[src/rtl/uart_rx_if.sv]
`default_nettype none
// ============================================================================
// Module   : uart_rx_if
// Brief    : RX line plus received-word outputs of the UART receiver.
// Revision : 1.0
// ============================================================================
interface uart_rx_if #(
  parameter int DATA_LENGTH = 8
);
  logic                   serial;
  logic [DATA_LENGTH-1:0] data;
  logic                   valid;
  logic                   parity_err;
  logic                   frame_err;
  logic                   busy;

  modport master (
    output serial,
    input  data, valid, parity_err, frame_err, busy
  );

  modport slave (
    input  serial,
    output data, valid, parity_err, frame_err, busy
  );
endinterface
`default_nettype wire

[src/rtl/uart_rx.sv]
`default_nettype none
// ============================================================================
// Module   : uart_rx
// Brief    : UART receiver, mid-symbol sampling, parity and framing checks.
// Revision : 1.0
// ============================================================================
`ifndef SYSCLK_FREQUENCY_HZ
`define SYSCLK_FREQUENCY_HZ 50000000
`endif
`ifndef BAUDRATE
`define BAUDRATE 115200
`endif
`ifndef DATA_LENGTH
`define DATA_LENGTH 8
`endif
`ifndef DOUBLE_STOPBIT
`define DOUBLE_STOPBIT 0
`endif
`ifndef PARITY
`define PARITY 2'd0
`endif

module uart_rx #(
  parameter int         SYSCLK_FREQUENCY_HZ = `SYSCLK_FREQUENCY_HZ,
  parameter int         BAUDRATE            = `BAUDRATE,
  parameter int         DATA_LENGTH         = `DATA_LENGTH,
  parameter int         DOUBLE_STOPBIT      = `DOUBLE_STOPBIT,
  parameter logic [1:0] PARITY              = `PARITY
) (
  input wire logic sysclk,
  input wire logic rst_n,
  uart_rx_if.slave rx
);

  localparam int c_CYCLES = SYSCLK_FREQUENCY_HZ / BAUDRATE;
  localparam int c_CNT_W  = $clog2(c_CYCLES);
  localparam int c_IDX_W  = (DATA_LENGTH > 1) ? $clog2(DATA_LENGTH) : 1;

  localparam logic [c_CNT_W-1:0] c_CNT_FULL = c_CNT_W'(c_CYCLES - 1);
  localparam logic [c_CNT_W-1:0] c_CNT_HALF = c_CNT_W'(c_CYCLES / 2 - 1);
  localparam logic [c_IDX_W-1:0] c_IDX_LAST = c_IDX_W'(DATA_LENGTH - 1);
  localparam logic [c_IDX_W-1:0] c_IDX_ONE  = c_IDX_W'(1);

  localparam logic [2:0] S_IDLE      = 3'd0;
  localparam logic [2:0] S_START     = 3'd1;
  localparam logic [2:0] S_DATA      = 3'd2;
  localparam logic [2:0] S_PARITY    = 3'd3;
  localparam logic [2:0] S_STOP      = 3'd4;
  localparam logic [2:0] S_WAIT_HIGH = 3'd5;

  logic [1:0]             r_sync;
  logic                   w_rxs;
  logic [2:0]             r_state;
  logic [2:0]             w_state_nxt;
  logic [c_CNT_W-1:0]     r_cnt;
  logic [c_IDX_W-1:0]     r_idx;
  logic [DATA_LENGTH-1:0] r_shift;
  logic                   r_perr;
  logic                   r_ferr;
  logic                   w_tick;
  logic                   w_last_stop;
  logic                   w_ferr_nxt;
  logic                   w_par_exp;
  logic                   w_done;
  logic                   w_busy;
  logic [DATA_LENGTH-1:0] r_data;
  logic                   r_valid;
  logic                   r_parity_err;
  logic                   r_frame_err;

  // Synchroniser flops reset high so reset release never looks like a start bit.
  always_ff @(posedge sysclk or negedge rst_n) begin
    if (!rst_n) r_sync <= 2'b11;
    else        r_sync <= {r_sync[0], rx.serial};
  end
  assign w_rxs = r_sync[1];

  // Sample point: half a symbol into the start bit, full symbols thereafter.
  always_comb begin
    w_tick = 1'b0;
    case (r_state)
      S_START:                  w_tick = (r_cnt == c_CNT_HALF);
      S_DATA, S_PARITY, S_STOP: w_tick = (r_cnt == c_CNT_FULL);
      default:                  w_tick = 1'b0;
    endcase
  end

  assign w_last_stop = (DOUBLE_STOPBIT == 0) || (r_idx == c_IDX_ONE);
  assign w_ferr_nxt  = r_ferr | ~w_rxs;
  assign w_par_exp   = PARITY[0] ^ (^r_shift);
  assign w_done      = (r_state == S_STOP) && w_tick && w_last_stop;

  always_ff @(posedge sysclk or negedge rst_n) begin
    if (!rst_n) r_state <= S_IDLE;
    else        r_state <= w_state_nxt;
  end

  always_comb begin
    w_state_nxt = r_state;
    case (r_state)
      S_IDLE:      if (!w_rxs) w_state_nxt = S_START;
      S_START:     if (w_tick) w_state_nxt = w_rxs ? S_IDLE : S_DATA;
      S_DATA:
        if (w_tick && (r_idx == c_IDX_LAST))
          w_state_nxt = (PARITY != 2'd0) ? S_PARITY : S_STOP;
      S_PARITY:    if (w_tick) w_state_nxt = S_STOP;
      S_STOP:
        if (w_tick && w_last_stop)
          w_state_nxt = w_ferr_nxt ? S_WAIT_HIGH : S_IDLE;
      S_WAIT_HIGH: if (w_rxs) w_state_nxt = S_IDLE;
      default:     w_state_nxt = S_IDLE;
    endcase
  end

  always_comb begin
    w_busy = (r_state != S_IDLE);
  end

  always_ff @(posedge sysclk or negedge rst_n) begin
    if (!rst_n) begin
      r_cnt   <= '0;
      r_idx   <= '0;
      r_shift <= '0;
      r_perr  <= 1'b0;
      r_ferr  <= 1'b0;
    end else begin
      case (r_state)
        S_START, S_DATA, S_PARITY, S_STOP: r_cnt <= w_tick ? '0 : r_cnt + 1'b1;
        default:                           r_cnt <= '0;
      endcase

      if (r_state == S_IDLE) begin
        r_idx  <= '0;
        r_perr <= 1'b0;
        r_ferr <= 1'b0;
      end else if (w_tick) begin
        case (r_state)
          S_DATA: begin
            r_shift[r_idx] <= w_rxs;
            r_idx          <= (r_idx == c_IDX_LAST) ? '0 : r_idx + 1'b1;
          end
          S_PARITY: r_perr <= w_rxs ^ w_par_exp;
          S_STOP: begin
            r_ferr <= w_ferr_nxt;
            r_idx  <= r_idx + 1'b1;
          end
          default: ;
        endcase
      end
    end
  end

  always_ff @(posedge sysclk or negedge rst_n) begin
    if (!rst_n) begin
      r_data       <= '0;
      r_valid      <= 1'b0;
      r_parity_err <= 1'b0;
      r_frame_err  <= 1'b0;
    end else begin
      r_valid <= w_done;
      if (w_done) begin
        r_data       <= r_shift;
        r_parity_err <= r_perr;
        r_frame_err  <= w_ferr_nxt;
      end
    end
  end

  assign rx.data       = r_data;
  assign rx.valid      = r_valid;
  assign rx.parity_err = r_parity_err;
  assign rx.frame_err  = r_frame_err;
  assign rx.busy       = w_busy;

endmodule
`default_nettype wire

[src/flat_wrapper.sv]
// flat-port wrapper written by rule: the top's interface ports become plain ports
module uart_rx_flat 
#(
  parameter int         SYSCLK_FREQUENCY_HZ = `SYSCLK_FREQUENCY_HZ,
  parameter int         BAUDRATE            = `BAUDRATE,
  parameter int         DATA_LENGTH         = `DATA_LENGTH,
  parameter int         DOUBLE_STOPBIT      = `DOUBLE_STOPBIT,
  parameter logic [1:0] PARITY              = `PARITY
)
  (sysclk, rst_n, rx_serial, rx_data, rx_valid, rx_parity_err, rx_frame_err, rx_busy);
  uart_rx_if #(.DATA_LENGTH(DATA_LENGTH)) rx_i ();
  input wire logic sysclk;
  input wire logic rst_n;
  input wire logic [$bits(rx_i.serial)-1:0] rx_serial;
  output wire logic [$bits(rx_i.data)-1:0] rx_data;
  output wire logic [$bits(rx_i.valid)-1:0] rx_valid;
  output wire logic [$bits(rx_i.parity_err)-1:0] rx_parity_err;
  output wire logic [$bits(rx_i.frame_err)-1:0] rx_frame_err;
  output wire logic [$bits(rx_i.busy)-1:0] rx_busy;
  assign rx_i.serial = rx_serial;
  assign rx_data = rx_i.data;
  assign rx_valid = rx_i.valid;
  assign rx_parity_err = rx_i.parity_err;
  assign rx_frame_err = rx_i.frame_err;
  assign rx_busy = rx_i.busy;
  uart_rx #(.SYSCLK_FREQUENCY_HZ(SYSCLK_FREQUENCY_HZ), .BAUDRATE(BAUDRATE), .DATA_LENGTH(DATA_LENGTH), .DOUBLE_STOPBIT(DOUBLE_STOPBIT), .PARITY(PARITY)) u_core (.sysclk(sysclk), .rst_n(rst_n), .rx(rx_i));
endmodule
[config.mk]
export PLATFORM = sky130hd
export DESIGN_NAME = uart_rx_flat
export DESIGN_NICKNAME = d
export VERILOG_FILES = /design/src/rtl/uart_rx_if.sv /design/src/rtl/uart_rx.sv /design/src/flat_wrapper.sv
export SDC_FILE = /design/constraint.sdc
export NUM_CORES = 1
export LEC_CHECK = 0
export ABC_AREA = 0
export CORE_MARGIN = 2
export CORE_UTILIZATION = 25
export DETAILED_ROUTE_END_ITERATION = 8
export MAX_ROUTING_LAYER = met4
export PLACE_DENSITY_LB_ADDON = 0.1
export SLEW_MARGIN = 20
export SYNTH_ARGS = -nofsm -noshare
export SYNTH_HDL_FRONTEND = slang
export SYNTH_SLANG_ARGS = --single-unit
[constraint.sdc]
create_clock -name sysclk -period 2.2 [get_ports sysclk]
set_input_delay 0.44 -clock sysclk [delete_from_list [all_inputs] [get_ports sysclk]]
set_output_delay 0.44 -clock sysclk [all_outputs]
set_load 0.05 [all_outputs]
==> parameters.txt, run 1 <==
Parameter                              Value

Timing
  Final critical-path share of the clock period    0.917
  Unrepaired setup endpoints after global routing    false
  Least-Margin Pin Slew    493 ps
  Worst slack on hold paths    31.2 ps
  Shortest clock period the worst path allows after layout    2020 ps
  Maximum clock rate    0.496 GHz
  Final worst setup slack    184 ps
  Final setup violation count    0
  Max-slew violation count    0
  Sum Neg Setup Slack    0 ps
  Relative slew margins    0.670
  Final hold violations    0
  Clock tree skew after final layout    7.53 ps

Synthesis
  Async set or reset register ratio after synthesis    1.00
  Register area share after synthesis    0.487
  Post-Syn Instances    177
  Post-synthesis cell type with the largest combined area    sky130_fd_sc_hd__dfrtp_1
  Dominant synthesized flop cell    sky130_fd_sc_hd__dfrtp_1
  Share of the synthesized area in the top cell type    0.460
  Number of nets produced by synthesis    183
  Synthesized cell area    1960 um^2
  Number of enable flip-flop cells after synthesis    0
  Cell types with the largest area share after synthesis    sky130_fd_sc_hd__dfrtp_1 46%, sky130_fd_sc_hd__mux2_2 10%, sky130_fd_sc_hd__xnor2_1 5.4%
  Synthesis-stage register bit count    38
  Count of cell types in the netlist    43
  Post-synthesis area per instance    11.1 um^2
  Count of warnings emitted by yosys    0

Routing
  Count of unresolved DRC violations after routing    0
  ANT nets after route    0
  Starting DRC count in detailed routing    112
  Final Routed Wirelength    3990 um
  Via density per instance    4.48
  Drt pass-1 iters    4
  Vias    1336
  Routed wire per std cell    13.4 um

CTS
  CTS tree    yes
  Clock transition at the registers of the reported paths    80 ps
  Post-CTS Hold Buffers    0
  Cell at the root of the clock tree    sky130_fd_sc_hd__clkbuf_8
  Skew-Pair Late Insertion Delay    290 ps
  CTS sink count    38
  Number of post-CTS setup repair buffers    0
  Number of gates resized after cts    0
  Clock H-tree levels    2
  Max Root-Sink Buffers    2
  Inserted Clock Buffers    5

Global routing
  Pin count of the biggest net entering global routing    15
  Number of antenna violations at the first check in global routing    0
  Sum of overflow across all layers after global routing    0
  Met3 Track Usage GR    0.0285
  Most crowded layer after global routing    met2
  M2 GR Usage    0.176
  First-pass GRT wire length    6770 um
  Global router's overall resource usage    0.104
  Vias in the first global route    1402
  Met1 Resource Use GR    0.126

Power
  PwrDens    568 nW/um^2
  Max rail drop VDD    0.311 mV
  LEAKAGE    1.03 nW

Setup path
  Count of buffer and inverter cells on the critical path    2
  Master of the slowest instance on the critical path    sky130_fd_sc_hd__dfrtp_1
  Most frequent cell on the critical path    sky130_fd_sc_hd__buf_4
  Type of the setup path with the least slack    reg -> out
  Critical path, cell by cell    buf_4 > or3_1 > buf_4
  Crit path required time    1760 ps
  Largest delay contributor family on the critical path    flip-flops
  Highest fanout seen on the critical path    13
  Arrival @ worst endpoint    1580 ps
  Worst setup SP type    flop
  Delay of the slowest cell on the worst path    480 ps
  Nature of the critical path endpoint    output pin

Floorplan
  Ports placed on the boundary    15
  Starting density of the core    0.256
  Die area    8550 um^2
  Width of the chip    92.5 um
  Site row count    32
  Area inside the core boundary    7650 um^2
  Die H    92.5 um

Placement
  Pre-CTS setup slack    236 ps
  Final RePlAce weighted congestion    0.818
  Total instance count after detailed placement    290
  Half-perimeter wire length after placement    3040 um
  Count of port buffers added during placement    14

Finish
  Top library cells by usage in the layout, fill and taps aside    36 x sky130_fd_sc_hd__dfrtp_1, 18 x sky130_fd_sc_hd__mux2_2, 17 x sky130_fd_sc_hd__nor2_1, 12 x sky130_fd_sc_hd__xnor2_1, 12 x sky130_fd_sc_hd__clkdlybuf4s50_1
  Relative area change from synthesis to final layout    18.9%
  Leading cell type in the layout, fill and taps excluded    sky130_fd_sc_hd__dfrtp_1
  Post-route insts no fill    298
  Final antenna diode count    0
  Number of nets in the layout    201
  Share of layout cells above drive strength 1    0.235

Run status
  Status    completed

Flow run
  # Max-Cap Violations    0

Min path
  Type of the worst min-delay path    in -> async
==> metal layers <==
| metal | share of wire | wire length, um |
|---|---|---|
| met1 | 0.45 | 1800 |
| met2 | 0.51 | 2050 |
| met3 | 0.029 | 115 |
| met4 | 0.0058 | 23 |
| met5 | 0 | 0 |
==> synthesized netlist by cell type, types with 2 or more instances <==
master and instances:
sky130_fd_sc_hd__clkbuf_1 5, sky130_fd_sc_hd__ha_1 3, sky130_fd_sc_hd__and3_1 4, sky130_fd_sc_hd__a21o_1 2
sky130_fd_sc_hd__buf_6 2, sky130_fd_sc_hd__nand2_1 5, sky130_fd_sc_hd__nor3_1 6, sky130_fd_sc_hd__xor2_1 3
sky130_fd_sc_hd__dfrtp_1 36, sky130_fd_sc_hd__xnor2_1 12, sky130_fd_sc_hd__dfstp_2 2, sky130_fd_sc_hd__nand3_1 8
sky130_fd_sc_hd__buf_2 3, sky130_fd_sc_hd__o21a_1 4, sky130_fd_sc_hd__and2_1 2, sky130_fd_sc_hd__nand4_1 2
sky130_fd_sc_hd__nor2b_1 4, sky130_fd_sc_hd__mux2_2 18, sky130_fd_sc_hd__o21ai_0 9, sky130_fd_sc_hd__a21oi_1 4
sky130_fd_sc_hd__nor4_1 4, sky130_fd_sc_hd__nor2_1 17, sky130_fd_sc_hd__inv_1 2
==> path summary, 6_finish.rpt <==
check / start / to / slack (ps) / depth (start not counted)
max: u_core.r_state[2]$_DFFE_PN0P_ / rx_busy / 180 / 3
min: rst_n / u_core.rx.data[0]$_DFFE_PN0P_ / 30 / 1
max reg2reg: u_core.r_idx[1]$_DFFE_PN0P_ / u_core.r_state[1]$_DFFE_PN0P_ / 210 / 6
min reg2reg: u_core.r_sync[0]$_DFF_PN1_ / u_core.r_sync[1]$_DFF_PN1_ / 360 / 0
max in group asynchronous: rst_n / u_core.r_sync[1]$_DFF_PN1_ / 1600 / 2
min in group sysclk: u_core.r_sync[0]$_DFF_PN1_ / u_core.r_sync[1]$_DFF_PN1_ / 360 / 0
==> area by class of cell <==
type / instances / area (um^2)
clock inverter: 3 / 45.0
inverter: 2 / 7.51
sequential: 38 / 953
multi-input combinational: 127 / 940
timing repair buffer: 21 / 185
clock buffer: 5 / 68.8
tap: 102 / 128
fill: 777 / 5320
==> through the flow <==
step	total power (W)	area [um^2]	util
after detailed placement	0.000745	2210	0.289
final	0.00132	2330	0.304
after CTS	0.00135	2330	0.304
after global placement	0.000745	2210	0.289
after global routing	0.00139	2330	0.304
after floorplan	0.000722	1960	-
==> sequential cells by signal (all words and copies together), names as in the netlist <==
| signal | count |
|---|---|
| u_core.r_cnt | 9 |
| u_core.r_shift | 8 |
| u_core.rx.data | 8 |
| u_core.r_idx | 3 |
| u_core.r_state | 3 |
| u_core.r_sync | 2 |
| u_core.r_ferr | 1 |
| u_core.r_perr | 1 |
| u_core.rx.frame_err | 1 |
| u_core.rx.parity_err | 1 |
| u_core.rx.valid | 1 |
==> cell families (layout without fill, tap and decap cells) <==
logic type,count (synthesis),count (layout),synth area share
compound gates,26,26,0.0902
xor+xnor,15,15,0.0671
fa+ha+maj,3,3,0.0192
buf+inv,12,31,0.0326
flops,38,38,0.487
mux,19,19,0.111
simple gates,64,64,0.192
==> report_power, final <==
group	switching, W	internal, W	leakage, nW
Combinational	0.0000162	0.00000717	0.470
Sequential	0.00000442	0.000701	0.509
Clock	0.000256	0.000337	0.0504
(Power assumes the default switching activity.)
==> run 2: changes to the inputs <==
ABC_AREA = 1   (was 0)
==> parameters.txt, run 2 <==
Parameter                              Value

Run status
  Status    completed

Timing
  Worst slack on hold paths    52.4 ps
  Relative slew margins    0.612
  Clock tree skew after final layout    10.9 ps
  Unrepaired setup endpoints after global routing    false
  Final worst setup slack    275 ps
  Final critical-path share of the clock period    0.875
  Final hold violations    0
  Maximum clock rate    0.520 GHz
  Shortest clock period the worst path allows after layout    1920 ps
  Sum Neg Setup Slack    0 ps
  Least-Margin Pin Slew    576 ps
  Final setup violation count    0
  Max-slew violation count    0

Synthesis
  Count of warnings emitted by yosys    0
  Dominant synthesized flop cell    sky130_fd_sc_hd__dfrtp_1
  Number of enable flip-flop cells after synthesis    0
  Most instantiated library cell after synthesis    sky130_fd_sc_hd__nand2_1
  Share of the synthesized area in the top cell type    0.459
  Post-Syn Instances    245
  Synthesis-stage register bit count    38
  Async set or reset register ratio after synthesis    1.00
  Register area share after synthesis    0.485
  Post-synthesis area per instance    8.02 um^2
  Most instantiated cells after synthesis    90 x sky130_fd_sc_hd__nand2_1, 36 x sky130_fd_sc_hd__dfrtp_1, 25 x sky130_fd_sc_hd__inv_1
  Synthesized cell area    1960 um^2
  Count of cell types in the netlist    27
  Post-synthesis cell type with the largest combined area    sky130_fd_sc_hd__dfrtp_1
  Number of nets produced by synthesis    251
  Cell types with the largest area share after synthesis    sky130_fd_sc_hd__dfrtp_1 46%, sky130_fd_sc_hd__nand2_1 17%, sky130_fd_sc_hd__inv_1 4.8%

Finish
  Area taken by flip-flops and latches    953 um^2
  Final design utilization    0.307
  Flip-flop count of the largest register after layout    9
  Top library cells by usage in the layout, fill and taps aside    90 x sky130_fd_sc_hd__nand2_1, 36 x sky130_fd_sc_hd__dfrtp_1, 25 x sky130_fd_sc_hd__inv_1, 17 x sky130_fd_sc_hd__nand3_1, 16 x sky130_fd_sc_hd__nor2_1
  Share of layout cells above drive strength 1    0.120
  Final antenna diode count    0
  Relative area change from synthesis to final layout    20.3%
  Number of nets in the layout    271
  Leading cell type in the layout, fill and taps excluded    sky130_fd_sc_hd__nand2_1
  Area occupied by multi-input gates    876 um^2
  Count of filler cells inserted in the layout    853
  Post-route insts no fill    368
  Register name with the most flops    u_core.r_cnt

Setup path
  Type of the setup path with the least slack    reg -> out
  Master of the slowest instance on the critical path    sky130_fd_sc_hd__dfrtp_1
  Nature of the critical path endpoint    output pin
  Arrival @ worst endpoint    1480 ps
  Most frequent cell on the critical path    sky130_fd_sc_hd__buf_4
  Highest fanout seen on the critical path    6
  Delay of the slowest cell on the worst path    440 ps
  Critical path, cell by cell    nor2_4 > nand2_1 > buf_4 > buf_4
  Crit path required time    1760 ps
  R2R Setup Slk    410 ps
  Worst setup SP type    flop

Routing
  Starting DRC count in detailed routing    81
  Final Routed Wirelength    4300 um
  Vias    1528
  ANT nets after route    0
  Via density per instance    4.15
  Routed wire per std cell    11.7 um
  Drt pass-1 iters    4
  Count of unresolved DRC violations after routing    0

Power
  LEAKAGE    1.20 nW
  Max rail drop VDD    0.238 mV
  PwrDens    628 nW/um^2

Floorplan
  Area inside the core boundary    7690 um^2
  Ports placed on the boundary    15
  Die H    92.6 um
  Width of the chip    92.6 um
  Site row count    32
  Die area    8580 um^2
  Starting density of the core    0.256

CTS
  Skew-Pair Late Insertion Delay    300 ps
  Max Root-Sink Buffers    2
  CTS sink count    38
  Number of post-CTS setup repair buffers    0
  CTS tree    yes
  Number of gates resized after cts    0
  Clock H-tree levels    2
  Clock transition at the registers of the reported paths    90 ps
  Post-CTS Hold Buffers    0
  Cell at the root of the clock tree    sky130_fd_sc_hd__clkbuf_8
  Inserted Clock Buffers    5

Placement
  Pre-CTS setup slack    379 ps
  Final RePlAce weighted congestion    0.828
  Half-perimeter wire length after placement    3120 um
  Count of port buffers added during placement    14
  Total instance count after detailed placement    360

Global routing
  First-pass GRT wire length    7600 um
  Number of antenna violations at the first check in global routing    0
  Vias in the first global route    1479
  Sum of overflow across all layers after global routing    0
  Pin count of the biggest net entering global routing    17
  Global router's overall resource usage    0.117

Flow run
  # Max-Cap Violations    0

Min path
  Type of the worst min-delay path    in -> async
## run 2: cell count changes in the layout (fill, tap and decap cells not counted), sizes merged, moves of 5 or more
cell,previous run,this run
mux2,19,0
nand2,5,93
nor2b,5,0
xnor2,12,2
and3,5,0
nand3,9,19
nand4,3,10
inv,2,28
## run 2: layout make-up
cell class	instances	share of cell area
Sequential cell	38	0.403
Multi-Input combinational cell	174	0.371
Timing Repair Buffer	17	0.0656
Tap cell	102	0.0540
Inverter	29	0.0461
Clock buffer	6	0.0349
Clock inverter	2	0.0254
## run 2: path summary, 6_finish.rpt
path / from / to / depth (start not counted)
worst min register to register: u_core.r_sync[0]$_DFF_PN1_ / u_core.r_sync[1]$_DFF_PN1_ / 0
max in group asynchronous: rst_n / u_core.r_cnt[7]$_DFF_PN0_ / 2
worst max-delay path: u_core.r_state[0]$_DFFE_PN0P_ / rx_busy / 4
worst max register to register: u_core.r_state[0]$_DFFE_PN0P_ / u_core.rx.data[6]$_DFFE_PN0P_ / 10
worst min-delay path: rst_n / u_core.rx.data[0]$_DFFE_PN0P_ / 1
min in group sysclk: u_core.r_sync[0]$_DFF_PN1_ / u_core.r_sync[1]$_DFF_PN1_ / 0
## run 2: cells by family (layout without fill, tap and decap cells)
family	Yosys count	in the layout	share of synthesized area
simple gates	151	151	0.354
flops	38	38	0.485
buf+inv	33	54	0.0688
compound gates	12	12	0.0369
xor+xnor	8	8	0.0357
fa+ha+maj	3	3	0.0191
## run 2: stage by stage
| step | cell area [um^2] | power (W) |
|---|---|---|
| floorplan | 1960 | 0.000724 |
| global placement | 2220 | 0.000748 |
| detailed placement | 2220 | 0.000748 |
| CTS | 2360 | 0.00151 |
| global route | 2360 | 0.00154 |
| finish | 2360 | 0.00148 |
## run 2: power by group
group / total (W) / internal, W / switching (W)
sequential: 0.000705 / 0.000701 / 0.00000408
clock: 0.000751 / 0.000484 / 0.000267
combinational: 0.0000269 / 0.00000713 / 0.0000197
total: 0.00148 / 0.00119 / 0.000291
## run 2: metal layers
layer  track usage  share of wire  routed length [um]
met2         0.157           0.39                1680
met4        0.0404          0.017                  74
met5             -              0                   0
met1         0.171           0.56                2430
met3        0.0277          0.028                 120
## run 2: critical path: cells and delay by family, from the launching register on
kind | cells | cell delay [ps]
buffers and inverters | 2 | 370
flip-flops | 1 | 440
AND/OR/NAND/NOR | 2 | 380
==> run 3: changes to the inputs <==
CORE_UTILIZATION = 57   (was 25)
==> parameters.txt, run 3 (same netlist as run 2, synthesis figures left out) <==
Parameter                              Value

Finish
  Number of nets in the layout    268
  Area occupied by multi-input gates    876 um^2
  Register name with the most flops    u_core.r_cnt
  Final antenna diode count    0
  Top library cells by usage in the layout, fill and taps aside    90 x sky130_fd_sc_hd__nand2_1, 36 x sky130_fd_sc_hd__dfrtp_1, 25 x sky130_fd_sc_hd__inv_1, 17 x sky130_fd_sc_hd__nand3_1, 16 x sky130_fd_sc_hd__nor2_1
  Area taken by flip-flops and latches    953 um^2
  Count of filler cells inserted in the layout    299
  Final design utilization    0.661
  Share of layout cells above drive strength 1    0.106
  Leading cell type in the layout, fill and taps excluded    sky130_fd_sc_hd__nand2_1
  Relative area change from synthesis to final layout    11.4%
  Flip-flop count of the largest register after layout    9

Floorplan
  Site row count    21
  Die area    3930 um^2
  Ports placed on the boundary    15
  Starting density of the core    0.593
  Die H    62.7 um
  Area inside the core boundary    3310 um^2
  Width of the chip    62.7 um

CTS
  Skew-Pair Late Insertion Delay    340 ps
  Cell at the root of the clock tree    sky130_fd_sc_hd__clkbuf_4
  Max Root-Sink Buffers    2
  Number of gates resized after cts    0
  Inserted Clock Buffers    5
  CTS tree    yes
  CTS sink count    38
  Clock H-tree levels    2
  Post-CTS Hold Buffers    0
  Number of post-CTS setup repair buffers    0
  Clock transition at the registers of the reported paths    100 ps

Setup path
  Master of the slowest instance on the critical path    sky130_fd_sc_hd__clkdlybuf4s50_1
  Arrival @ worst endpoint    1530 ps
  Nature of the critical path endpoint    output pin
  Highest fanout seen on the critical path    2
  Largest delay contributor family on the critical path    buffers and inverters
  Crit path required time    1760 ps
  Count of buffer and inverter cells on the critical path    1
  Worst R2R Start    u_core.r_state[0]$_DFFE_PN0P_
  Critical path, cell by cell    clkdlybuf4s50_1
  R2R Setup Slk    420 ps
  Worst setup SP type    flop
  FF-to-FF End    u_core.r_idx[0]$_DFFE_PN0P_
  Delay of the slowest cell on the worst path    810 ps
  Type of the setup path with the least slack    reg -> out
  Path depth of the worst reg2reg path    10

Power
  Max rail drop VDD    0.327 mV
  LEAKAGE    1.15 nW
  Total power    0.00109 W
  PwrDens    500 nW/um^2

Routing
  ANT nets after route    0
  Routed wire per std cell    11.2 um
  Starting DRC count in detailed routing    110
  Vias    1572
  Via density per instance    5.09
  Count of unresolved DRC violations after routing    0
  Final Routed Wirelength    3450 um
  Drt pass-1 iters    4

Timing
  Clock tree skew after final layout    3.69 ps
  Maximum clock rate    0.507 GHz
  Relative slew margins    0.470
  Shortest clock period the worst path allows after layout    1970 ps
  Least-Margin Pin Slew    795 ps
  Sum Neg Setup Slack    0 ps
  Unrepaired setup endpoints after global routing    false
  Final setup violation count    0
  Final critical-path share of the clock period    0.896
  Max-slew violation count    0
  Final hold violations    0

Placement
  Final RePlAce weighted congestion    0.798
  Half-perimeter wire length after placement    2540 um
  Count of port buffers added during placement    14

Global routing
  Pin count of the biggest net entering global routing    39
  Vias in the first global route    1416
  First-pass GRT wire length    6290 um
  Sum of overflow across all layers after global routing    0
  Global router's overall resource usage    0.209
  Number of antenna violations at the first check in global routing    0

Run status
  Status    completed

Min path
  Type of the worst min-delay path    in -> async

Flow run
  # Max-Cap Violations    0
==> run 3: cell count changes in the layout (fill, tap and decap cells not counted), sizes merged <==
cell / change
clkbuf: +1
clkinv: +1
buf: -3
bufinv: -2
==> run 3: report_power, final <==
| part | internal, W | switching [W] |
|---|---|---|
| clock network | 0.000155 | 0.000214 |
| registers | 0.000702 | 0.00000372 |
| logic | 0.00000481 | 0.0000160 |
==> run 3: worst max path at each step <==
| stage | cells after the start | slack [ps] | end | startpoint |
|---|---|---|---|---|
| after floorplan | 9 | 500 | u_core.r_state[2]$_DFFE_PN0P_ | u_core.r_state[2]$_DFFE_PN0P_ |
| after global placement | 10 | 490 | u_core.rx.data[7]$_DFFE_PN0P_ | u_core.r_state[0]$_DFFE_PN0P_ |
| final | 1 | 230 | rx_data[6] | u_core.rx.data[6]$_DFFE_PN0P_ |
| after detailed placement | 10 | 420 | u_core.r_idx[0]$_DFFE_PN0P_ | u_core.r_state[0]$_DFFE_PN0P_ |
| after global routing | 1 | 160 | rx_data[6] | u_core.rx.data[6]$_DFFE_PN0P_ |
| after CTS | 1 | 210 | rx_data[6] | u_core.rx.data[6]$_DFFE_PN0P_ |
==> run 3: cell type report <==
class                           count  share of cell area
Timing Repair Buffer               14              0.0606
Clock buffer                        7              0.0252
Inverter                           29              0.0497
Clock inverter                      1             0.00229
Tap cell                           46              0.0263
Multi-Input combinational cell    174               0.400
Sequential cell                    38               0.436
==> run 3: per-layer routing <==
metal / up-vias / wire length [um] / track usage
met3: 7 / 170 / 0.0486
met4: 0 / 54 / 0.0667
met1: 711 / 1710 / 0.286
met5: - / 0 / -
li1: 809 / - / -
met2: 45 / 1510 / 0.310
==> run 3: metrics by stage <==
stage / hold WS [ps] / cells / instance area [um^2] / worst slack, ps
floorplan: 144 / 245 / 1960 / 499
global placement: 351 / 301 / 2130 / 490
detailed placement: 348 / 301 / 2130 / 419
CTS: 204 / 309 / 2190 / 207
global route: 251 / 309 / 2190 / 162
finish: 175 / 309 / 2190 / 228
